### src/rtl/uart_send_if.sv
// Byte-queue write port and serial-side status of the UART transmitter.
interface uart_send_if #(
    parameter int FIFO_DEPTH = 4
);
    localparam int CW = $clog2(FIFO_DEPTH) + 1;

    logic          i_tx_dv;
    logic [7:0]    i_tx_byte;
    logic          o_tx_ready;
    logic          o_tx_serial;
    logic          o_tx_active;
    logic          o_tx_done;
    logic [CW-1:0] o_fifo_count;

    modport master (
        output i_tx_dv,
        output i_tx_byte,
        input  o_tx_ready,
        input  o_tx_serial,
        input  o_tx_active,
        input  o_tx_done,
        input  o_fifo_count
    );

    modport slave (
        input  i_tx_dv,
        input  i_tx_byte,
        output o_tx_ready,
        output o_tx_serial,
        output o_tx_active,
        output o_tx_done,
        output o_fifo_count
    );
endinterface

### src/rtl/uart_send.sv
// 8N1 UART transmitter, LSB first, fed from a small byte FIFO.
// Frames are sent back to back while the FIFO holds data.
module uart_send #(
    parameter int CLKS_PER_BIT = 217,
    parameter int FIFO_DEPTH   = 4
) (
    input logic       i_Clk,
    input logic       i_Reset,
    uart_send_if.slave bus
);
    localparam int AW = $clog2(FIFO_DEPTH);
    localparam int CW = AW + 1;
    localparam int BW = $clog2(CLKS_PER_BIT);
    localparam logic [BW-1:0] BAUD_LAST = BW'(CLKS_PER_BIT - 1);

    localparam logic [1:0] IDLE  = 2'd0;
    localparam logic [1:0] START = 2'd1;
    localparam logic [1:0] DATA  = 2'd2;
    localparam logic [1:0] STOP  = 2'd3;

    logic [7:0]    fifo_mem [FIFO_DEPTH];
    logic [AW-1:0] wr_ptr_q, rd_ptr_q;
    logic [CW-1:0] count_q, count_d;
    logic          ready, empty, push, pop;

    logic [1:0]    state_q, state_d;
    logic [BW-1:0] baud_q, baud_d;
    logic [2:0]    bit_idx_q, bit_idx_d;
    logic [7:0]    shift_q, shift_d;
    logic          serial_q, serial_d;
    logic          active_q, active_d;
    logic          done_q, done_d;
    logic          baud_last;

    assign ready     = count_q < CW'(FIFO_DEPTH);
    assign empty     = count_q == '0;
    assign push      = bus.i_tx_dv && ready;
    assign baud_last = baud_q == BAUD_LAST;

    always_comb begin
        count_d = count_q;
        unique case ({push, pop})
            2'b10:   count_d = count_q + CW'(1);
            2'b01:   count_d = count_q - CW'(1);
            default: count_d = count_q;
        endcase
    end

    always_ff @(posedge i_Clk) begin
        if (push) begin
            fifo_mem[wr_ptr_q] <= bus.i_tx_byte;
        end
    end

    always_ff @(posedge i_Clk or posedge i_Reset) begin
        if (i_Reset) begin
            wr_ptr_q <= '0;
            rd_ptr_q <= '0;
            count_q  <= '0;
        end else begin
            if (push) wr_ptr_q <= wr_ptr_q + AW'(1);
            if (pop)  rd_ptr_q <= rd_ptr_q + AW'(1);
            count_q <= count_d;
        end
    end

    always_comb begin
        state_d   = state_q;
        baud_d    = baud_q;
        bit_idx_d = bit_idx_q;
        shift_d   = shift_q;
        pop       = 1'b0;
        unique case (state_q)
            IDLE: begin
                baud_d = '0;
                if (!empty) begin
                    pop     = 1'b1;
                    shift_d = fifo_mem[rd_ptr_q];
                    state_d = START;
                end
            end
            START: begin
                if (baud_last) begin
                    baud_d    = '0;
                    bit_idx_d = 3'd0;
                    state_d   = DATA;
                end else begin
                    baud_d = baud_q + 1'b1;
                end
            end
            DATA: begin
                if (baud_last) begin
                    baud_d = '0;
                    if (bit_idx_q == 3'd7) begin
                        state_d = STOP;
                    end else begin
                        bit_idx_d = bit_idx_q + 3'd1;
                    end
                end else begin
                    baud_d = baud_q + 1'b1;
                end
            end
            STOP: begin
                if (baud_last) begin
                    baud_d = '0;
                    // Chain straight into the next start bit when data is waiting.
                    if (!empty) begin
                        pop     = 1'b1;
                        shift_d = fifo_mem[rd_ptr_q];
                        state_d = START;
                    end else begin
                        state_d = IDLE;
                    end
                end else begin
                    baud_d = baud_q + 1'b1;
                end
            end
            default: state_d = IDLE;
        endcase
    end

    // Outputs are registered from next-state so they align with the state register.
    always_comb begin
        serial_d = 1'b1;
        unique case (state_d)
            START:   serial_d = 1'b0;
            DATA:    serial_d = shift_d[bit_idx_d];
            default: serial_d = 1'b1;
        endcase
        active_d = state_d != IDLE;
        done_d   = (state_d == STOP) && (baud_d == BAUD_LAST);
    end

    always_ff @(posedge i_Clk or posedge i_Reset) begin
        if (i_Reset) begin
            state_q   <= IDLE;
            baud_q    <= '0;
            bit_idx_q <= 3'd0;
            shift_q   <= 8'h00;
            serial_q  <= 1'b1;
            active_q  <= 1'b0;
            done_q    <= 1'b0;
        end else begin
            state_q   <= state_d;
            baud_q    <= baud_d;
            bit_idx_q <= bit_idx_d;
            shift_q   <= shift_d;
            serial_q  <= serial_d;
            active_q  <= active_d;
            done_q    <= done_d;
        end
    end

    assign bus.o_tx_ready   = ready;
    assign bus.o_tx_serial  = serial_q;
    assign bus.o_tx_active  = active_q;
    assign bus.o_tx_done    = done_q;
    assign bus.o_fifo_count = count_q;
endmodule
### src/flat_wrapper.sv
// flat-port wrapper written by rule: the top's interface ports become plain ports
module uart_send_flat 
#(
    parameter int CLKS_PER_BIT = 217,
    parameter int FIFO_DEPTH   = 4
)
  (i_Clk, i_Reset, bus_i_tx_dv, bus_i_tx_byte, bus_o_tx_ready, bus_o_tx_serial, bus_o_tx_active, bus_o_tx_done, bus_o_fifo_count);
  uart_send_if #(.FIFO_DEPTH(FIFO_DEPTH)) bus_i ();
  input logic i_Clk;
  input logic i_Reset;
  input wire logic [$bits(bus_i.i_tx_dv)-1:0] bus_i_tx_dv;
  input wire logic [$bits(bus_i.i_tx_byte)-1:0] bus_i_tx_byte;
  output wire logic [$bits(bus_i.o_tx_ready)-1:0] bus_o_tx_ready;
  output wire logic [$bits(bus_i.o_tx_serial)-1:0] bus_o_tx_serial;
  output wire logic [$bits(bus_i.o_tx_active)-1:0] bus_o_tx_active;
  output wire logic [$bits(bus_i.o_tx_done)-1:0] bus_o_tx_done;
  output wire logic [$bits(bus_i.o_fifo_count)-1:0] bus_o_fifo_count;
  assign bus_i.i_tx_dv = bus_i_tx_dv;
  assign bus_i.i_tx_byte = bus_i_tx_byte;
  assign bus_o_tx_ready = bus_i.o_tx_ready;
  assign bus_o_tx_serial = bus_i.o_tx_serial;
  assign bus_o_tx_active = bus_i.o_tx_active;
  assign bus_o_tx_done = bus_i.o_tx_done;
  assign bus_o_fifo_count = bus_i.o_fifo_count;
  uart_send #(.CLKS_PER_BIT(CLKS_PER_BIT), .FIFO_DEPTH(FIFO_DEPTH)) u_core (.i_Clk(i_Clk), .i_Reset(i_Reset), .bus(bus_i));
endmodule
### config.mk
export PLATFORM = sky130hd
export DESIGN_NAME = uart_send_flat
export DESIGN_NICKNAME = d
export VERILOG_FILES = /design/src/rtl/uart_send_if.sv /design/src/rtl/uart_send.sv /design/src/flat_wrapper.sv
export SDC_FILE = /design/constraint.sdc
export NUM_CORES = 1
export LEC_CHECK = 0
export BUFFER_PORTS_ARGS = -buffer_cell sky130_fd_sc_hd__buf_2
export CAP_MARGIN = 20
export CORE_AREA = 3 3 74 76
export CTS_CLUSTER_SIZE = 24
export DETAILED_ROUTE_END_ITERATION = 6
export DIE_AREA = 0 0 77 79
export GPL_ROUTABILITY_DRIVEN = 0
export GPL_TIMING_DRIVEN = 0
export PLACE_DENSITY = 0.76
export SLEW_MARGIN = 10
export SYNTH_ARGS = -nofsm -noshare
export SYNTH_HDL_FRONTEND = slang
export SYNTH_SLANG_ARGS = --single-unit
### constraint.sdc
create_clock -name i_Clk -period 6.7 [get_ports i_Clk]
set_input_delay 0.67 -clock i_Clk [delete_from_list [all_inputs] [get_ports i_Clk]]
set_output_delay 0.67 -clock i_Clk [all_outputs]
set_load 0.02 [all_outputs]
* Word level (Yosys, flattened, before mapping)
Memory sizes are Yosys's and may differ from the RTL's.
Index checks and enable logic that the tools add are counted.
** Operators by class
- Reductions and logical operators :: 7
- Eq/ne operators :: 11
- $lt $le $gt $ge :: 2
- Add/sub/neg operators :: 6
- Muxes and demuxes :: 25
** Operators with widths (count)
- 8-bit case mux with 2 select lines :: 2
- 8-bit two-way mux :: 3
- 8-bit == test, second input constant :: 2
- 3-bit case mux with 2 select lines :: 2
- 2-bit == test, second input constant :: 5
- 2-bit two-way mux :: 5
- 3-bit two-way mux :: 3
- 8-bit by 1-bit adder with 8-bit output, second input constant :: 1
- 2-bit case mux with 4 select lines :: 1
- 3-bit by 1-bit adder with 3-bit output, second input constant :: 2
- 2-bit by 1-bit == test with 1-bit output, second input constant :: 3
- 1-bit two-way mux :: 6
- 2-bit by 1-bit adder with 2-bit output, second input constant :: 2
- 3-bit by 4-bit less-than comparator with 1-bit output, second input constant :: 1
- 1-bit case mux with 2 select lines :: 2
- 2-bit nonzero test :: 2
- 1-bit binary-select mux with 3-bit select :: 1
- 3-bit == test, second input constant :: 1
- 3-bit logical NOT :: 1
- 3-bit less-than comparator, second input constant :: 1
- 3-bit OR reduction :: 1
- 3-bit by 1-bit subtractor with 3-bit output, second input constant :: 1
- 1-bit logical AND :: 2
- 2-bit logical NOT :: 1
** Storage, ports and cells
- Memories :: 1
- Flip-flop bits (word level) :: 31
- Memory bits (writable) :: 32
- Bits of input ports :: 11
** Memories
- u_core.fifo_mem :: depth 4, bits a word 8, rd ports 1, clocked after memory_dff 0, wr ports 1, line uart_send.sv:21 : logic [7:0] fifo_mem [FIFO_DEPTH];

* Logic depth before layout (Yosys ltp)
- Depth after elaboration :: 7
- Mapped depth :: 12
- Depth with buffers taken out :: 11

* Worst setup path after synthesis
Ideal clock, no wire load.
- Kind :: register -> register
- Start :: register u_core.baud_q[0]
- End :: register u_core.count_q[2] (netlist: u_core.bus.o_fifo_count[2])
- Stages on the path, launching flop included :: 13
- Setup time :: 80 ps
- Period minus slack after synthesis :: 2356 ps
- Data arrival time :: 2276 ps
- Required time :: 6620 ps
- Slack :: 4344 ps
- Cells stage by stage :: dfrtp_1 inv_1 ha_1 and4_4 a31oi_1 nor3b_2 buf_2 ha_1 inv_1 fa_1 xor2_1 nor2_1 xnor2_1
** Between the ends
- Word-level cells in the longest chain between the ends :: 5
- Elaborated cells on any way between the ends :: 7
** RTL lines
- start: declaration :: line uart_send.sv:27 : logic [BW-1:0] baud_q, baud_d;
- start signal: assignment :: line uart_send.sv:145 : baud_q <= baud_d;
- 8-bit == test (*) :: line uart_send.sv:38 : assign baud_last = baud_q == BAUD_LAST;
- 1-bit two-way mux (*) :: line uart_send.sv:104 : if (baud_last) begin
- 1-bit case mux with 2 select lines (*) :: line uart_send.sv:73 : unique case (state_q)
- named net u_core.pop :: line uart_send.sv:24 : logic ready, empty, push, pop;
- 2-bit by 1-bit == test with 1-bit output or 2-bit == test (tied branches) :: line uart_send.sv:42 : unique case ({push, pop})
- 3-bit case mux with 2 select lines or 2-bit nonzero test (tied branches)
- end signal: assignment :: line uart_send.sv:63 : count_q <= count_d;
- end: declaration :: line uart_send.sv:23 : logic [CW-1:0] count_q, count_d;
Mark *: on every way through the listed nets, which the timed path passes. The rest lies on a longest branch.
A chain may end at the register's enable or synchronous reset.

* Final worst setup path
Ends and elaborated chain as after synthesis.

==> flow_summary.toml <==
[finish]
finalNetCount = 261
fin_area_um2 = 3240
finalNonFillerCells = 308
syn_to_final_growth_pct = 12.9
nFillCells = 339
fin_util_pct = 67.7
final_common_cell = "edfxtp_1"
n_antenna_cell = 0
layout-drive-gt1-share_pct = 24.9
mostFrequentLayoutCells = "edfxtp_1 (32), dfrtp_1 (30), inv_1 (19), buf_2 (19)"

[critical_path]
path_class = "reg2reg"
critPathMaxFanout = 10
required_ns = 6.96
cp-end-kind = "register"
arrival_ns = 2.87
start_kind = "register"

[power_and_ir_drop]
p_switching_w = 0.000502
p_clk_share_pct = 20.8
power_frac_comb_pct = 39.1
p_int_w = 0.000865
power_density_nw_per_um2 = 422
netSwitchingFraction_pct = 36.7
seqPwrFrac_pct = 40.1
fin_total_pwr_w = 0.00137
p_leak_nw = 1.38
ir_worst_vdd_mv = 0.261

[grt]
antenna_found_initial = 0
grt_pass1_wl_um = 8340
grt_use_total_pct = 18.1
grt_overflow = 0
first_global_vias = 1700
grt_max_degree = 21

[synthesis]
synth_cell_types = 47
synthAdderAreaFrac_pct = 6.37
synth_simple_gate_area_share_pct = 10.3
avgSynthCellArea_um2 = 13.9
netlist_area_um2 = 2870
synth_top_family_by_area = "simple AND/OR/NAND/NOR gates"
synth-seq-cells = 63
synth-xor-area-share_pct = 3.97
syn_nets = 232
yosysWarnings = 0
synth_mux_area_share_pct = 6.98
netlist_instances = 207
synth_compound_area_share_pct = 8.59
ys_seq_area_share_pct = 60.6

[floorplanning]
die_height_um = 79
core.rowCount = 25
die_w_um = 77
start_util_pct = 59.9
io_pins = 18
design.core.area_um2 = 4790
dieArea_um2 = 6080

[place]
place_inst = 292
port_buffers = 17
place_area_um2 = 3070
place.detailed.hpwl_um = 3310

[routing]
drc = 0
vias_per_cell = 5.39
routed.top_layer = "met4"
first_iter_violations = 89
num_vias = 1661
met2WireLength_um = 2190
wl_met3_um = 165
wl_met1_um = 2240
wire_per_inst_um = 15.2
dr.pass1.iters = 4
ant_nets = 0
wl_um = 4670

[clock_tree]
cts_setup_buffers = 0
cts_resized = 0
cts_buffers = 9
cts-root-buf = "clkbuf_8"
cts.clk_slew.worst_paths_ns = 0.07
hold_buffers = 0
cts_tree = "built"
clockBufferDepth = 2
clk_latency_ns = 0.34
clkSinkCount = 63
htreeDepth = 3

[sta]
worst_slew_pin_slew_ns = 0.641
fin_crit_sh_pct = 39.0
skew_ns = 0.00714
slew_headroom_pct = 56.9
slew_viol_final = 0
final.setup.tns_ns = 0
finalSetupViolCount = 0
rsz0062_at_grt = "false"
hold_viol = 0
fmax_ghz = 0.383
finalCriticalPeriod_ns = 2.61

[hold_path]
hp-class = "in2async"

[job]
maxCapViolations = 0

[status]
outcome = "finished clean"
## per-stage QoR
stage	hold WS, ns	setup WS, ns
after CTS	0.364	4.07
final	0.362	4.09
after global routing	0.412	3.85
after global placement	0.478	4.16
after floorplan	0.463	4.34
after detailed placement	0.481	4.10
## metal layers
layer  global-route usage, %  vias up
met5                       0        -
met4                    10.1        0
met3                    3.74        9
met2                    27.3       29
met1                    24.8      816
li1                        -      807
## worst max-delay path: stages, from the launching register on
cell and delay, ns:
dfrtp_1 0.42, inv_1 0.07, ha_1 0.14, and4_4 0.26, a31oi_1 0.11, nor3b_2 0.21, buf_2 0.27, ha_1 0.22
inv_1 0.06, fa_1 0.37, xor2_1 0.15, nor2_1 0.11, xnor2_1 0.14
## synthesized netlist by cell type (all sizes together)
master	n	area, µm²
fa	1	20.0
xor2	5	43.8
nor2	13	48.8
nand3	5	25.0
or3	4	25.0
a31o	1	8.76
nor3b	3	38.8
buf	3	13.8
dfstp	1	26.3
o211ai	1	12.5
a31oi	1	6.26
clkbuf	2	7.51
a22o	7	67.6
dfrtp	30	751
and3	2	15.0
mux4	8	180
mux2i	2	20.0
ha	13	163
and4	2	20.0
a311o	1	10.0
nand4b	1	8.76
nor2b	1	6.26
o311ai	1	8.76
a211o	2	26.3
xnor2	8	70.1
nor3	2	10.0
o21ai	7	35.0
or2	1	6.26
nand2b	1	6.26
inv	19	71.3
a21oi	5	25.0
or2b	1	7.51
o31ai	2	15.0
nand2	10	45.0
o221ai	1	8.76
edfxtp	32	961
and2	5	32.5
a22oi	3	22.5
## sequential cells by signal (all words and copies together) (netlist names)
name,count
u_core.baud_q,8
u_core.bit_idx_q,3
u_core.bus.o_fifo_count,3
u_core.bus.o_tx_active,1
u_core.bus.o_tx_done,1
u_core.bus.o_tx_serial,1
u_core.fifo_mem,32
u_core.rd_ptr_q,2
u_core.shift_q,8
u_core.state_q,2
u_core.wr_ptr_q,2
## power by group through the flow
stage / Sequential (W) / Clock, W / Combinational, W
5_1_grt: 0.000560 / 0.000311 / 0.000600
3_5_place_dp: 0.000556 / 0 / 0.000538
6_report: 0.000548 / 0.000285 / 0.000534
3_3_place_gp: 0.000553 / 0 / 0.000515
2_1_floorplan: 0.000564 / 0 / 0.000397
4_1_cts: 0.000548 / 0.000293 / 0.000541
## layout make-up
type / instances / area, µm² / area share, %
sequential: 63 / 1740 / 53.7
multi-input combinational: 120 / 1040 / 32.1
clock buffer: 9 / 124 / 3.82
timing repair buffer: 18 / 113 / 3.48
tap: 67 / 83.8 / 2.59
inverter: 19 / 71.3 / 2.20
clock inverter: 7 / 50.0 / 1.54
buffer: 5 / 21.3 / 0.657
## final timing paths
path | from | to | slack (ns) | depth (start not counted)
min in group i_Clk | u_core.shift_q[6] | u_core.shift_q[6] | 0.50 | 1
min | i_Reset | u_core.bus.o_fifo_count[2] | 0.36 | 2
min reg2reg | u_core.shift_q[6] | u_core.shift_q[6] | 0.50 | 1
max reg2reg | u_core.baud_q[0] | u_core.bus.o_fifo_count[2] | 4.09 | 12
max | u_core.baud_q[0] | u_core.bus.o_fifo_count[2] | 4.09 | 12
max in group asynchronous | i_Reset | u_core.bus.o_tx_serial | 5.78 | 3
## cells by family (layout without fill, tap and decap cells)
kind of cell             Yosys count  count (layout)
flip-flops                        63              63
AND/OR/NAND/NOR                   51              51
AO/OA/AOI/OAI                     32              32
buffers and inverters             24              58
adder cells (fa/ha/maj)           14              14
XOR/XNOR                          13              13
multiplexers                      10              10
No activity file was read; power rests on OpenSTA's default activity.
